`src/rtl/sobel_pkg.sv`:
```
// Shared types and helpers for the Sobel-to-UART transmit path.
package sobel_pkg;

    // Transmit scheduler states: wait for a slot, issue a pixel byte,
    // wait for the slot reserved for the checksum trailer, issue the trailer.
    typedef enum logic [1:0] {
        IDLE     = 2'd0,
        SEND_PIX = 2'd1,
        WAIT_SUM = 2'd2,
        SEND_SUM = 2'd3
    } tx_state_e;

    // Clock cycles reserved per UART byte: 10 bit times (start, 8 data,
    // stop) plus a 2-cycle guard so the transmitter is always idle when
    // the next byte is strobed in.
    function automatic int calc_byte_cycles(input int clk_freq, input int uart_bps);
        return 10 * (clk_freq / uart_bps) + 2;
    endfunction

endpackage

```
`src/rtl/sync_fifo.sv`:
```
// Single-clock FIFO with show-ahead read: rd_data presents the head entry
// whenever the FIFO is not empty, and rd_en simply advances past it.
module sync_fifo #(
    parameter int WIDTH = 8,
    parameter int DEPTH = 16
) (
    input  logic             clk,
    input  logic             srst,
    input  logic             wr_en,
    input  logic [WIDTH-1:0] wr_data,
    input  logic             rd_en,
    output logic [WIDTH-1:0] rd_data,
    output logic             full,
    output logic             empty
);

    localparam int AW = (DEPTH > 1) ? $clog2(DEPTH) : 1;

    logic [WIDTH-1:0] mem [DEPTH];
    logic [AW-1:0]    wr_ptr_q, wr_ptr_d;
    logic [AW-1:0]    rd_ptr_q, rd_ptr_d;
    logic [AW:0]      count_q, count_d;
    logic             do_wr;
    logic             do_rd;

    assign full    = (count_q == (AW+1)'(DEPTH));
    assign empty   = (count_q == '0);
    assign rd_data = mem[rd_ptr_q];

    // A write into a full FIFO is still taken when the head leaves in the
    // same cycle; the slot being overwritten is the one being consumed.
    assign do_wr = wr_en && (!full || rd_en);
    assign do_rd = rd_en && !empty;

    // Pointer and occupancy bookkeeping; DEPTH is a power of two so the
    // pointers wrap naturally.
    always_comb begin
        wr_ptr_d = wr_ptr_q;
        rd_ptr_d = rd_ptr_q;
        count_d  = count_q;
        if (do_wr) begin
            wr_ptr_d = wr_ptr_q + AW'(1);
        end
        if (do_rd) begin
            rd_ptr_d = rd_ptr_q + AW'(1);
        end
        case ({do_wr, do_rd})
            2'b10:   count_d = count_q + (AW+1)'(1);
            2'b01:   count_d = count_q - (AW+1)'(1);
            default: count_d = count_q;
        endcase
    end

    // Pointer and occupancy registers.
    always_ff @(posedge clk) begin
        if (srst) begin
            wr_ptr_q <= '0;
            rd_ptr_q <= '0;
            count_q  <= '0;
        end else begin
            wr_ptr_q <= wr_ptr_d;
            rd_ptr_q <= rd_ptr_d;
            count_q  <= count_d;
        end
    end

    // Storage array; contents need no reset since occupancy guards reads.
    always_ff @(posedge clk) begin
        if (do_wr) begin
            mem[wr_ptr_q] <= wr_data;
        end
    end

endmodule

```
`src/rtl/uart_tx_sched.sv`:
```
// Paces Sobel result bytes into the UART transmitter and appends a mod-256
// checksum trailer after every frame of FRAME_BYTES results.
module uart_tx_sched
    import sobel_pkg::*;
#(
    parameter int UART_BPS    = 10_000_000,
    parameter int CLK_FREQ    = 50_000_000,
    parameter int FIFO_DEPTH  = 16,
    parameter int FRAME_BYTES = 4
) (
    input  logic       sys_clk,
    input  logic       sys_rst,
    input  logic [7:0] pix_data,
    input  logic       pix_flag,
    output logic [7:0] tx_data,
    output logic       tx_flag,
    output logic       frame_done,
    output logic       overflow
);

    localparam int BYTE_CYCLES = calc_byte_cycles(CLK_FREQ, UART_BPS);
    localparam int GAP_W       = $clog2(BYTE_CYCLES);
    localparam int CNT_W       = $clog2(FRAME_BYTES + 1);

    localparam logic [GAP_W-1:0] GAP_LOAD = GAP_W'(BYTE_CYCLES - 1);
    localparam logic [CNT_W-1:0] CNT_LAST = CNT_W'(FRAME_BYTES - 1);

    tx_state_e        state_q, state_d;
    logic [GAP_W-1:0] gap_cnt_q, gap_cnt_d;
    logic [7:0]       sum_q, sum_d;
    logic [CNT_W-1:0] pix_cnt_q, pix_cnt_d;
    logic [7:0]       tx_data_q, tx_data_d;
    logic             tx_flag_q, tx_flag_d;
    logic             frame_done_q, frame_done_d;
    logic             overflow_q, overflow_d;

    logic             issue_pix;
    logic             issue_sum;
    logic             fifo_rd_en;
    logic [7:0]       fifo_rd_data;
    logic             fifo_full;
    logic             fifo_empty;

    sync_fifo #(
        .WIDTH (8),
        .DEPTH (FIFO_DEPTH)
    ) u_fifo (
        .clk     (sys_clk),
        .srst    (sys_rst),
        .wr_en   (pix_flag),
        .wr_data (pix_data),
        .rd_en   (fifo_rd_en),
        .rd_data (fifo_rd_data),
        .full    (fifo_full),
        .empty   (fifo_empty)
    );

    // State register.
    always_ff @(posedge sys_clk) begin
        if (sys_rst) begin
            state_q <= IDLE;
        end else begin
            state_q <= state_d;
        end
    end

    // Next-state logic: a pending trailer always takes the next free slot
    // before any pixel of the following frame.
    always_comb begin
        state_d = state_q;
        case (state_q)
            IDLE: begin
                if (!fifo_empty && (gap_cnt_q == '0)) begin
                    state_d = SEND_PIX;
                end
            end
            SEND_PIX: begin
                state_d = (pix_cnt_q == CNT_LAST) ? WAIT_SUM : IDLE;
            end
            WAIT_SUM: begin
                if (gap_cnt_q == '0) begin
                    state_d = SEND_SUM;
                end
            end
            SEND_SUM: begin
                state_d = IDLE;
            end
            default: begin
                state_d = IDLE;
            end
        endcase
    end

    // Output and datapath logic. The output strobes are loaded on the edge
    // that enters a SEND state, so they are high during that state and a
    // pixel reaches tx_flag two cycles after its pix_flag.
    always_comb begin
        issue_pix    = (state_q == IDLE) && (state_d == SEND_PIX);
        issue_sum    = (state_q == WAIT_SUM) && (state_d == SEND_SUM);

        // The head byte was captured from the show-ahead port on entry; it
        // is popped while SEND_PIX is presented.
        fifo_rd_en   = (state_q == SEND_PIX);

        tx_flag_d    = issue_pix || issue_sum;
        frame_done_d = issue_sum;
        tx_data_d    = tx_data_q;
        if (issue_pix) begin
            tx_data_d = fifo_rd_data;
        end else if (issue_sum) begin
            tx_data_d = sum_q;
        end

        gap_cnt_d = gap_cnt_q;
        if (tx_flag_d) begin
            gap_cnt_d = GAP_LOAD;
        end else if (gap_cnt_q != '0) begin
            gap_cnt_d = gap_cnt_q - GAP_W'(1);
        end

        sum_d     = sum_q;
        pix_cnt_d = pix_cnt_q;
        if (state_q == SEND_PIX) begin
            sum_d     = sum_q + tx_data_q;
            pix_cnt_d = pix_cnt_q + CNT_W'(1);
        end else if (state_q == SEND_SUM) begin
            sum_d     = '0;
            pix_cnt_d = '0;
        end

        // A byte is lost only when the FIFO is full and nothing leaves in
        // the same cycle.
        overflow_d = overflow_q || (pix_flag && fifo_full && !fifo_rd_en);
    end

    // Datapath and output registers.
    always_ff @(posedge sys_clk) begin
        if (sys_rst) begin
            gap_cnt_q    <= '0;
            sum_q        <= '0;
            pix_cnt_q    <= '0;
            tx_data_q    <= '0;
            tx_flag_q    <= 1'b0;
            frame_done_q <= 1'b0;
            overflow_q   <= 1'b0;
        end else begin
            gap_cnt_q    <= gap_cnt_d;
            sum_q        <= sum_d;
            pix_cnt_q    <= pix_cnt_d;
            tx_data_q    <= tx_data_d;
            tx_flag_q    <= tx_flag_d;
            frame_done_q <= frame_done_d;
            overflow_q   <= overflow_d;
        end
    end

    assign tx_data    = tx_data_q;
    assign tx_flag    = tx_flag_q;
    assign frame_done = frame_done_q;
    assign overflow   = overflow_q;

endmodule

```
`config.mk`:
```
export PLATFORM = sky130hd
export DESIGN_NAME = uart_tx_sched
export DESIGN_NICKNAME = d
export VERILOG_FILES = /design/src/rtl/sobel_pkg.sv /design/src/rtl/sync_fifo.sv /design/src/rtl/uart_tx_sched.sv
export SDC_FILE = /design/constraint.sdc
export NUM_CORES = 1
export LEC_CHECK = 0
export CORE_UTILIZATION = 57
export CTS_BUF_LIST = sky130_fd_sc_hd__clkbuf_4
export DETAILED_ROUTE_END_ITERATION = 10
export GPL_ROUTABILITY_DRIVEN = 0
export GPL_TIMING_DRIVEN = 0
export PLACE_DENSITY = 0.78
export SLEW_MARGIN = 20
export SYNTH_ARGS = -nofsm -noshare
export SYNTH_HDL_FRONTEND = slang
export SYNTH_HIERARCHICAL = 1
export SYNTH_SLANG_ARGS = --single-unit
```
`constraint.sdc`:
```
create_clock -name sys_clk -period 3.4 [get_ports sys_clk]
set_clock_uncertainty 0.05 [all_clocks]
set_input_delay 0.68 -clock sys_clk [delete_from_list [all_inputs] [get_ports sys_clk]]
set_output_delay 0.68 -clock sys_clk [all_outputs]
set_load 0.01 [all_outputs]
```
==> After elaboration in Yosys (flattened, before gate mapping) <==
Memory sizes are Yosys's and may differ from the RTL's. A register that Yosys moved wholly into a read port is not among the register bits.
Index checks and enable logic that the tools add are counted.
{ "word_totals": {"register_bits": 43, "ramBits": 128, "inputBits": 11, "output_inout_bits": 11, "elab_cells": 68, "memories": 1} }
{ "mem_list": {"columns": ["name", "depth", "word_bits", "read_ports", "rd_ports_with_merged_regs", "wr", "line_no", "source"], "rows": [
  ["u_fifo.mem", 16, 8, 1, 1, 1, "sync_fifo.sv:19", "logic [WIDTH-1:0] mem [DEPTH];"]
]} }
{ "op_classes": {"add_sub_neg": 7, "eq_ne": 9, "n_mux": 17, "reduce_logical": 22} }
{ "op_table": {"columns": ["op", "count"], "rows": [
  ["$mux 8", 4],
  ["$mux 6", 2],
  ["$pmux 5 s2", 1],
  ["$add 4x1->4 const B", 2],
  ["$add 8x8->8", 1],
  ["$eq 2x2->1 const B", 4],
  ["$mux 4", 2],
  ["$pmux 2 s4", 1],
  ["$reduce_bool 2->1", 4],
  ["$logic_and 1x1->1", 7],
  ["$eq 2x1->1 const B", 3],
  ["$logic_not 6->1", 1],
  ["$mux 2", 3],
  ["$mux 3", 2],
  ["$reduce_bool 6->1", 1],
  ["$sub 6x1->6 const B", 1],
  ["$add 5x1->5 const B", 1],
  ["$eq 5x5->1 const B", 1],
  ["$logic_not 5->1", 1],
  ["$sub 5x1->5 const B", 1],
  ["$add 3x1->3 const B", 1],
  ["$eq 3x2->1 const B", 1],
  ["$logic_not 1->1", 3],
  ["$logic_or 1x1->1", 3],
  ["3 further kinds", 4]
]} }

==> Depth between registers and ports, before layout <==
{ "depth": {"depth_word": 9, "ltp_mapped": 14, "depth_no_buf": 12} }

==> Hierarchy <==
Netlist, hierarchy kept.
{ "modules_own_cells": {"columns": ["mod", "instances", "cells_per_inst", "area_per_inst_um2", "seq_area_each_um2"], "rows": [
  ["sync_fifo", 1, 319, 5811.8, 4184.0],
  ["uart_tx_sched", 1, 165, 1465.2, 600.6]
]} }

==> Least setup slack after synthesis <==
OpenSTA, ideal clock, no wires.
{ "synth_path": {"path_kind": "register -> register", "start": "register state_q[1]", "end": "register u_fifo.count_q[4]", "setup_time_ns": 0.063, "arrival_time_ns": 3.102, "required_ns": 3.287, "setup_slack_ns": 0.185, "path_stages_with_launch": 14, "n_path_buf": 2, "synth_period_minus_slack_ns": 3.215, "path_cell_list": "dfxtp_1 buf_6 inv_1 nand2_1 clkinv_1 o31ai_4 ha_1 buf_2 xor2_1 ha_1 a21oi_1 a221oi_1 or4b_2 nand3_1"} }
{ "synth_via": {"elab_chain_cells": 5, "elab_cells_between_ends": 8, "classes_between": "eq/ne (3); mux (1); reduce/logical (4)"} }
{ "synth_rtl": {"columns": ["element", "line_no", "source"], "rows": [
  ["start: declaration", "uart_tx_sched.sv:28", "tx_state_e state_q, state_d;"],
  ["start signal: assignment", "uart_tx_sched.sv:63", "state_q <= state_d;"],
  ["$eq 2x1->1 *", "uart_tx_sched.sv:103", "fifo_rd_en = (state_q == SEND_PIX);"],
  ["via fifo_rd_en", "uart_tx_sched.sv:39", "logic fifo_rd_en;"],
  ["$logic_or 1x1->1", "sync_fifo.sv:32", "assign do_wr = wr_en && (!full || rd_en);"],
  ["$logic_and 1x1->1", "sync_fifo.sv:32", null],
  ["$eq 2x1->1 or $eq 2x2->1 (tied branches)", "sync_fifo.sv:47", "case ({do_wr, do_rd})"],
  ["$pmux 5 s2 or $reduce_bool 2->1 (tied branches)", null, null],
  ["end signal: assignment", "sync_fifo.sv:63", "count_q <= count_d;"],
  ["end: declaration", "sync_fifo.sv:22", "logic [AW:0] count_q, count_d;"]
]} }
Mark *: on every way through the listed nets, which the timed path passes. The rest lies on a longest branch.
A chain may end at the register's enable or synchronous reset.

==> Final worst setup path <==
{ "layout_path": {"start": "register u_fifo.count_q[0]", "end": "register u_fifo.count_q[4]"} }
{ "layout_via": {"elab_chain_cells": 6, "elab_cells_between_ends": 13, "classes_between": "add/sub (2); eq/ne (3); mux (1); reduce/logical (7)"} }
{ "layout_rtl": {"columns": ["element", "line_no", "source"], "rows": [
  ["$eq 5x5->1", "sync_fifo.sv:26", "assign full = (count_q == (AW+1)'(DEPTH));"],
  ["$logic_not 1->1", "sync_fifo.sv:32", null],
  ["$logic_or 1x1->1", "sync_fifo.sv:32", null],
  ["$logic_and 1x1->1", "sync_fifo.sv:32", null],
  ["$eq 2x1->1 or $eq 2x2->1 (tied branches)", "sync_fifo.sv:47", null],
  ["$pmux 5 s2 or $reduce_bool 2->1 (tied branches)", null, null]
]} }
Parallel ways exist; a longest one is shown, timed or not.

==> impl.org <==
** CTS
- Clock tree from TritonCTS :: built
- The clock reaches the later pin of the worst-skew pair after 560 ps.
- Counting along the longest clock path gives a buffer depth of 2.
- The clock net in this run drives a total of 175 sinks.
- After clock tree synthesis, the clock-pin slew on the worst setup and hold paths is 140 ps.
- Hold bufs inserted after CTS :: 0
- The tree is rooted in a clkbuf_4.
- In this run the number of H-tree levels came out at 4.
- CTS Buf Count :: 17

** Power
- VDD IR max :: 0.000408 V
- The analysis attributes to net switching a power of 1.50 mW.
- In this run the static leakage power is 2.70 nW.
- Final total power :: 4.89 mW
- Of the total power, the share spent switching nets is 30.7%.
- Proportion of power drawn by combinational gates :: 25.2%
- Sequential cells burn 53.2% of the power.
- The clock network accounts for 21.6% of the total power.
- Power per cell area :: 610 mW/mm²
- The internal power of the cells totals 3.39 mW.

** Timing
- Aggregate negative setup slack :: 0 ps
- Based on the critical path, the design can be clocked at up to 0.313 GHz.
- The worst pin sits at a relative slew slack of 50.3%.
- Post-layout minimum cycle time :: 3200 ps
- The max-slew violation total from the final report is 0.
- Final-report setup violation count :: 0
- Final hold vios :: 0
- Setup repair after global routing missed its margin :: false
- Dividing the final minimum period by the clock period gives 94.0%.
- For the pin with the worst max-slew slack, the measured transition is 745 ps.
- Hold_ws :: 440 ps

** Logic synthesis
- Flip-flop and latch count after synthesis :: 175
- Post-synth EDFFs :: 128
- Sequential elements use 65.7% of the synthesized area.
- Synthesis instantiated 52 different standard cells from the library.
- For this run, asynchronously set or reset flops after synthesis account for 0%.
- Synthesis produced a netlist whose cell count is 484.
- Mapped Avg Cell Area :: 15.0 µm²
- The Yosys step of the flow raised 6 warnings.
- Post-synthesis cell area :: 0.00728 mm²
- The most used flip-flop cell after synthesis is edfxtp_1.
- The number of nets handed over by synthesis was 516.

** Critical path
- Measured in cells, the most critical reg-to-reg path has a length of 11.
- The endpoint identified for the worst register-to-register timing path is u_fifo/count_q[4]$_SDFFE_PP0P_.
- R2r setup slk :: 200 ps
- CP max FO :: 9
- The setup path with the least slack is of type reg2reg.
- The worst register-to-register path begins at u_fifo/count_q[0]$_SDFFE_PP0P_.
- By instance count, the cell type seen most on the critical path is ha_2.
- STA classifies the critical path startpoint as a register.
- Data on the critical path arrives at its endpoint at 3660 ps.
- In this design, the stage delay of the slowest critical-path cell is 610 ps.
- Data required time at the worst endpoint :: 3860 ps
- The number of buffers and inverters on the critical path is 2.
- Type of element capturing the critical path :: register
- On the critical path, the stage with the largest delay is an instance of or4b_2.
- Cell breakdown of the critical path :: or4_1, buf_4, o31ai_4, ha_2, buf_6, xor2_2, ha_2, a21oi_1, a221oi_2, or4b_2, nand3_1
- Tracing the worst setup path back leads to its startpoint at u_fifo/count_q[0]$_SDFFE_PP0P_.
- The cell family contributing the most delay on the critical path is simple AND/OR/NAND/NOR gates.

** Finish
- Footprint of the multi-input gates :: 0.00236 mm²
- The post-route netlist has 15.8% of its cells at a drive strength greater than 1.
- Nets@finish :: 558
- The sequential cells in the finished layout cover a total of 0.00479 mm².
- Compared with the post-synthesis result, the final layout area differs by 10.1%.
- The top cell types in the final layout, fill and taps aside, are 128 x edfxtp_1, 44 x dfxtp_1, 32 x nor2_1, 32 x mux4_2, 29 x nand2_1.
- Ant. Diodes :: 0
- The library cell used most frequently in the layout, excluding fill and tap cells, is edfxtp_1.
- Layout filler cell count :: 879

** Routing
- Per-cell routed wire length :: 19.4 µm
- Routed vias/inst :: 5.89
- First-pass DRT Iterations :: 5
- After detailed routing, the total wire length is 13.7 mm.
- DRC violation count after routing :: 0
- Violation count after the first detailed-routing iteration :: 278
- Final ANT Viol Nets :: 0
- The routed layout has 4156 vias.

** Global route
- Global routing used 23.0% of the available tracks.
- After global routing the overflow that remains totals 0.
- Largest net degree at the start of global routing :: 17
- Initial antenna violation count :: 0
- The number of global-route vias before repair is 4133.
- Global-route wire length before repair :: 21.7 mm

** Place
- Detailed placement finished with a half-perimeter wire length of 9.26 mm.
- The count of buffers added on input and output ports is 21.

** Min path
- Hold wc startpoint :: overflow$_SDFF_PP0_
- Worst Hold Path EP :: overflow$_SDFF_PP0_
- Number of cells on the worst hold path :: 2
- Class of the most critical hold timing path :: reg2reg

** Floorplan
- In this run the count of I/O pins placed on the die edge is 22.
- For this configuration, the core starts out at a cell density of 59.6%.
- The floorplan step defined a die boundary enclosing 0.0132 mm².
- Vertical die dimension :: 115 µm
- Width of the die :: 115 µm
- In this run the standard cell core region covers 0.0122 mm².
- Row generation in the floorplan step produced 40 rows.

** Job
- Max-cap violation count :: 0

** Status
- Outcome :: complete, no violations
==> synthesized netlist by cell type (2+ instances only) <==
master    number  area share [%]
nand4_1        2            0.17
a31oi_1        2            0.17
and3_1         6            0.52
nand2b_1       4            0.34
a21o_1         2            0.21
nor2b_1        2            0.17
o32ai_1        2            0.24
o21ai_0       16             1.1
nand3_1        6            0.41
nor2_1        32             1.7
or4_1          3            0.31
nor3b_1        2            0.21
clkinv_1       2            0.10
mux2i_1       12             1.7
a221oi_1       2            0.24
clkbuf_1      10            0.52
nor3_1         8            0.55
buf_1          3            0.15
a22oi_1       20             2.1
a211oi_1       4            0.41
edfxtp_1     128              53
ha_1          20             3.4
o211ai_1       2            0.21
nand2_1       29             1.5
dfxtp_1       47              13
and2_1        13             1.1
o21ai_1        2            0.14
or3_1          2            0.17
buf_2          5            0.34
xor2_1         9             1.1
buf_6          2            0.31
a21oi_1       13            0.89
mux4_2        32             9.9
xnor2_1        7            0.84
inv_1         16            0.83
==> cells by family after synthesis <==
| group | Yosys count | synth area share [%] |
|---|---|---|
| flip-flops | 175 | 65.7 |
| AND/OR/NAND/NOR | 118 | 8.18 |
| AO/OA/AOI/OAI | 72 | 6.62 |
| multiplexers | 44 | 11.6 |
| buffers and inverters | 38 | 2.25 |
| adder cells (fa/ha/maj) | 21 | 3.71 |
| XOR/XNOR | 16 | 1.93 |
==> tightest hold or removal path: cells and delay by family (launching register included) <==
kind | cells | cell delay, ps
flip-flops | 1 | 350
AND/OR/NAND/NOR | 1 | 70
AO/OA/AOI/OAI | 1 | 40
==> worst max path at each step <==
stage	end	cells past startpoint	slack [ps]
after floorplan	u_fifo/count_q[4]$_SDFFE_PP0P_	13	190
after global placement	u_fifo/count_q[4]$_SDFFE_PP0P_	13	-300
after detailed placement	u_fifo/count_q[4]$_SDFFE_PP0P_	13	-400
after CTS	u_fifo/count_q[4]$_SDFFE_PP0P_	12	20
after global routing	u_fifo/count_q[4]$_SDFFE_PP0P_	11	10
final	u_fifo/count_q[4]$_SDFFE_PP0P_	11	200
==> power groups by stage <==
stage | registers, mW | logic, mW | clock network, mW
3_5_place_dp | 2.64 | 1.20 | 0
3_3_place_gp | 2.63 | 1.15 | 0
5_1_grt | 2.62 | 1.37 | 1.16
2_1_floorplan | 2.63 | 0.823 | 0
4_1_cts | 2.59 | 1.22 | 1.09
6_report | 2.60 | 1.23 | 1.06
==> area by class of cell <==
| type | count | area share, % |
|---|---|---|
| Tap cell | 168 | 2.62 |
| Timing Repair Buffer | 23 | 2.81 |
| Clock buffer | 18 | 1.69 |
| Sequential cell | 175 | 59.8 |
| Buffer | 20 | 1.31 |
| Clock inverter | 13 | 1.44 |
| Inverter | 18 | 0.875 |
| Multi-Input combinational cell | 271 | 29.4 |
==> through the flow <==
stage | utilization (%) | setup slack (ps) | instances | instance area [µm²]
floorplan | - | 185 | 484 | 7280
global placement | 63.0 | -296 | 673 | 7700
detailed placement | 63.0 | -403 | 673 | 7700
CTS | 65.2 | 23.1 | 705 | 7960
global route | 65.6 | 12.7 | 706 | 8010
finish | 65.6 | 204 | 706 | 8010
==> state kept, by name, summed over array words and instances, names as in the netlist, 2 cells and up, named ones only <==
register and count:
u_fifo/count_q 5, state_q 2, u_fifo/wr_ptr_q 4, u_fifo/mem 128, pix_cnt_q 3, u_fifo/rd_ptr_q 4
tx_data 8, gap_cnt_q 6, sum_q 8
==> layer usage <==
layer,track usage [%],part of all wire [%],vias to the layer above
li1,-,-,1944
met1,30.3,41,2062
met2,37.2,50,123
met3,5.43,6.6,27
met4,9.18,2.1,0
met5,0,0,-
==> repair_timing <==
action / CTS / global route
setup endpoints to repair: 1 / 1
pin swaps: 1 / 3
gates resized for setup: 2 / 15
buffers inserted: 1 / 1
cloned: 0 / 0
(Power assumes the default switching activity.)
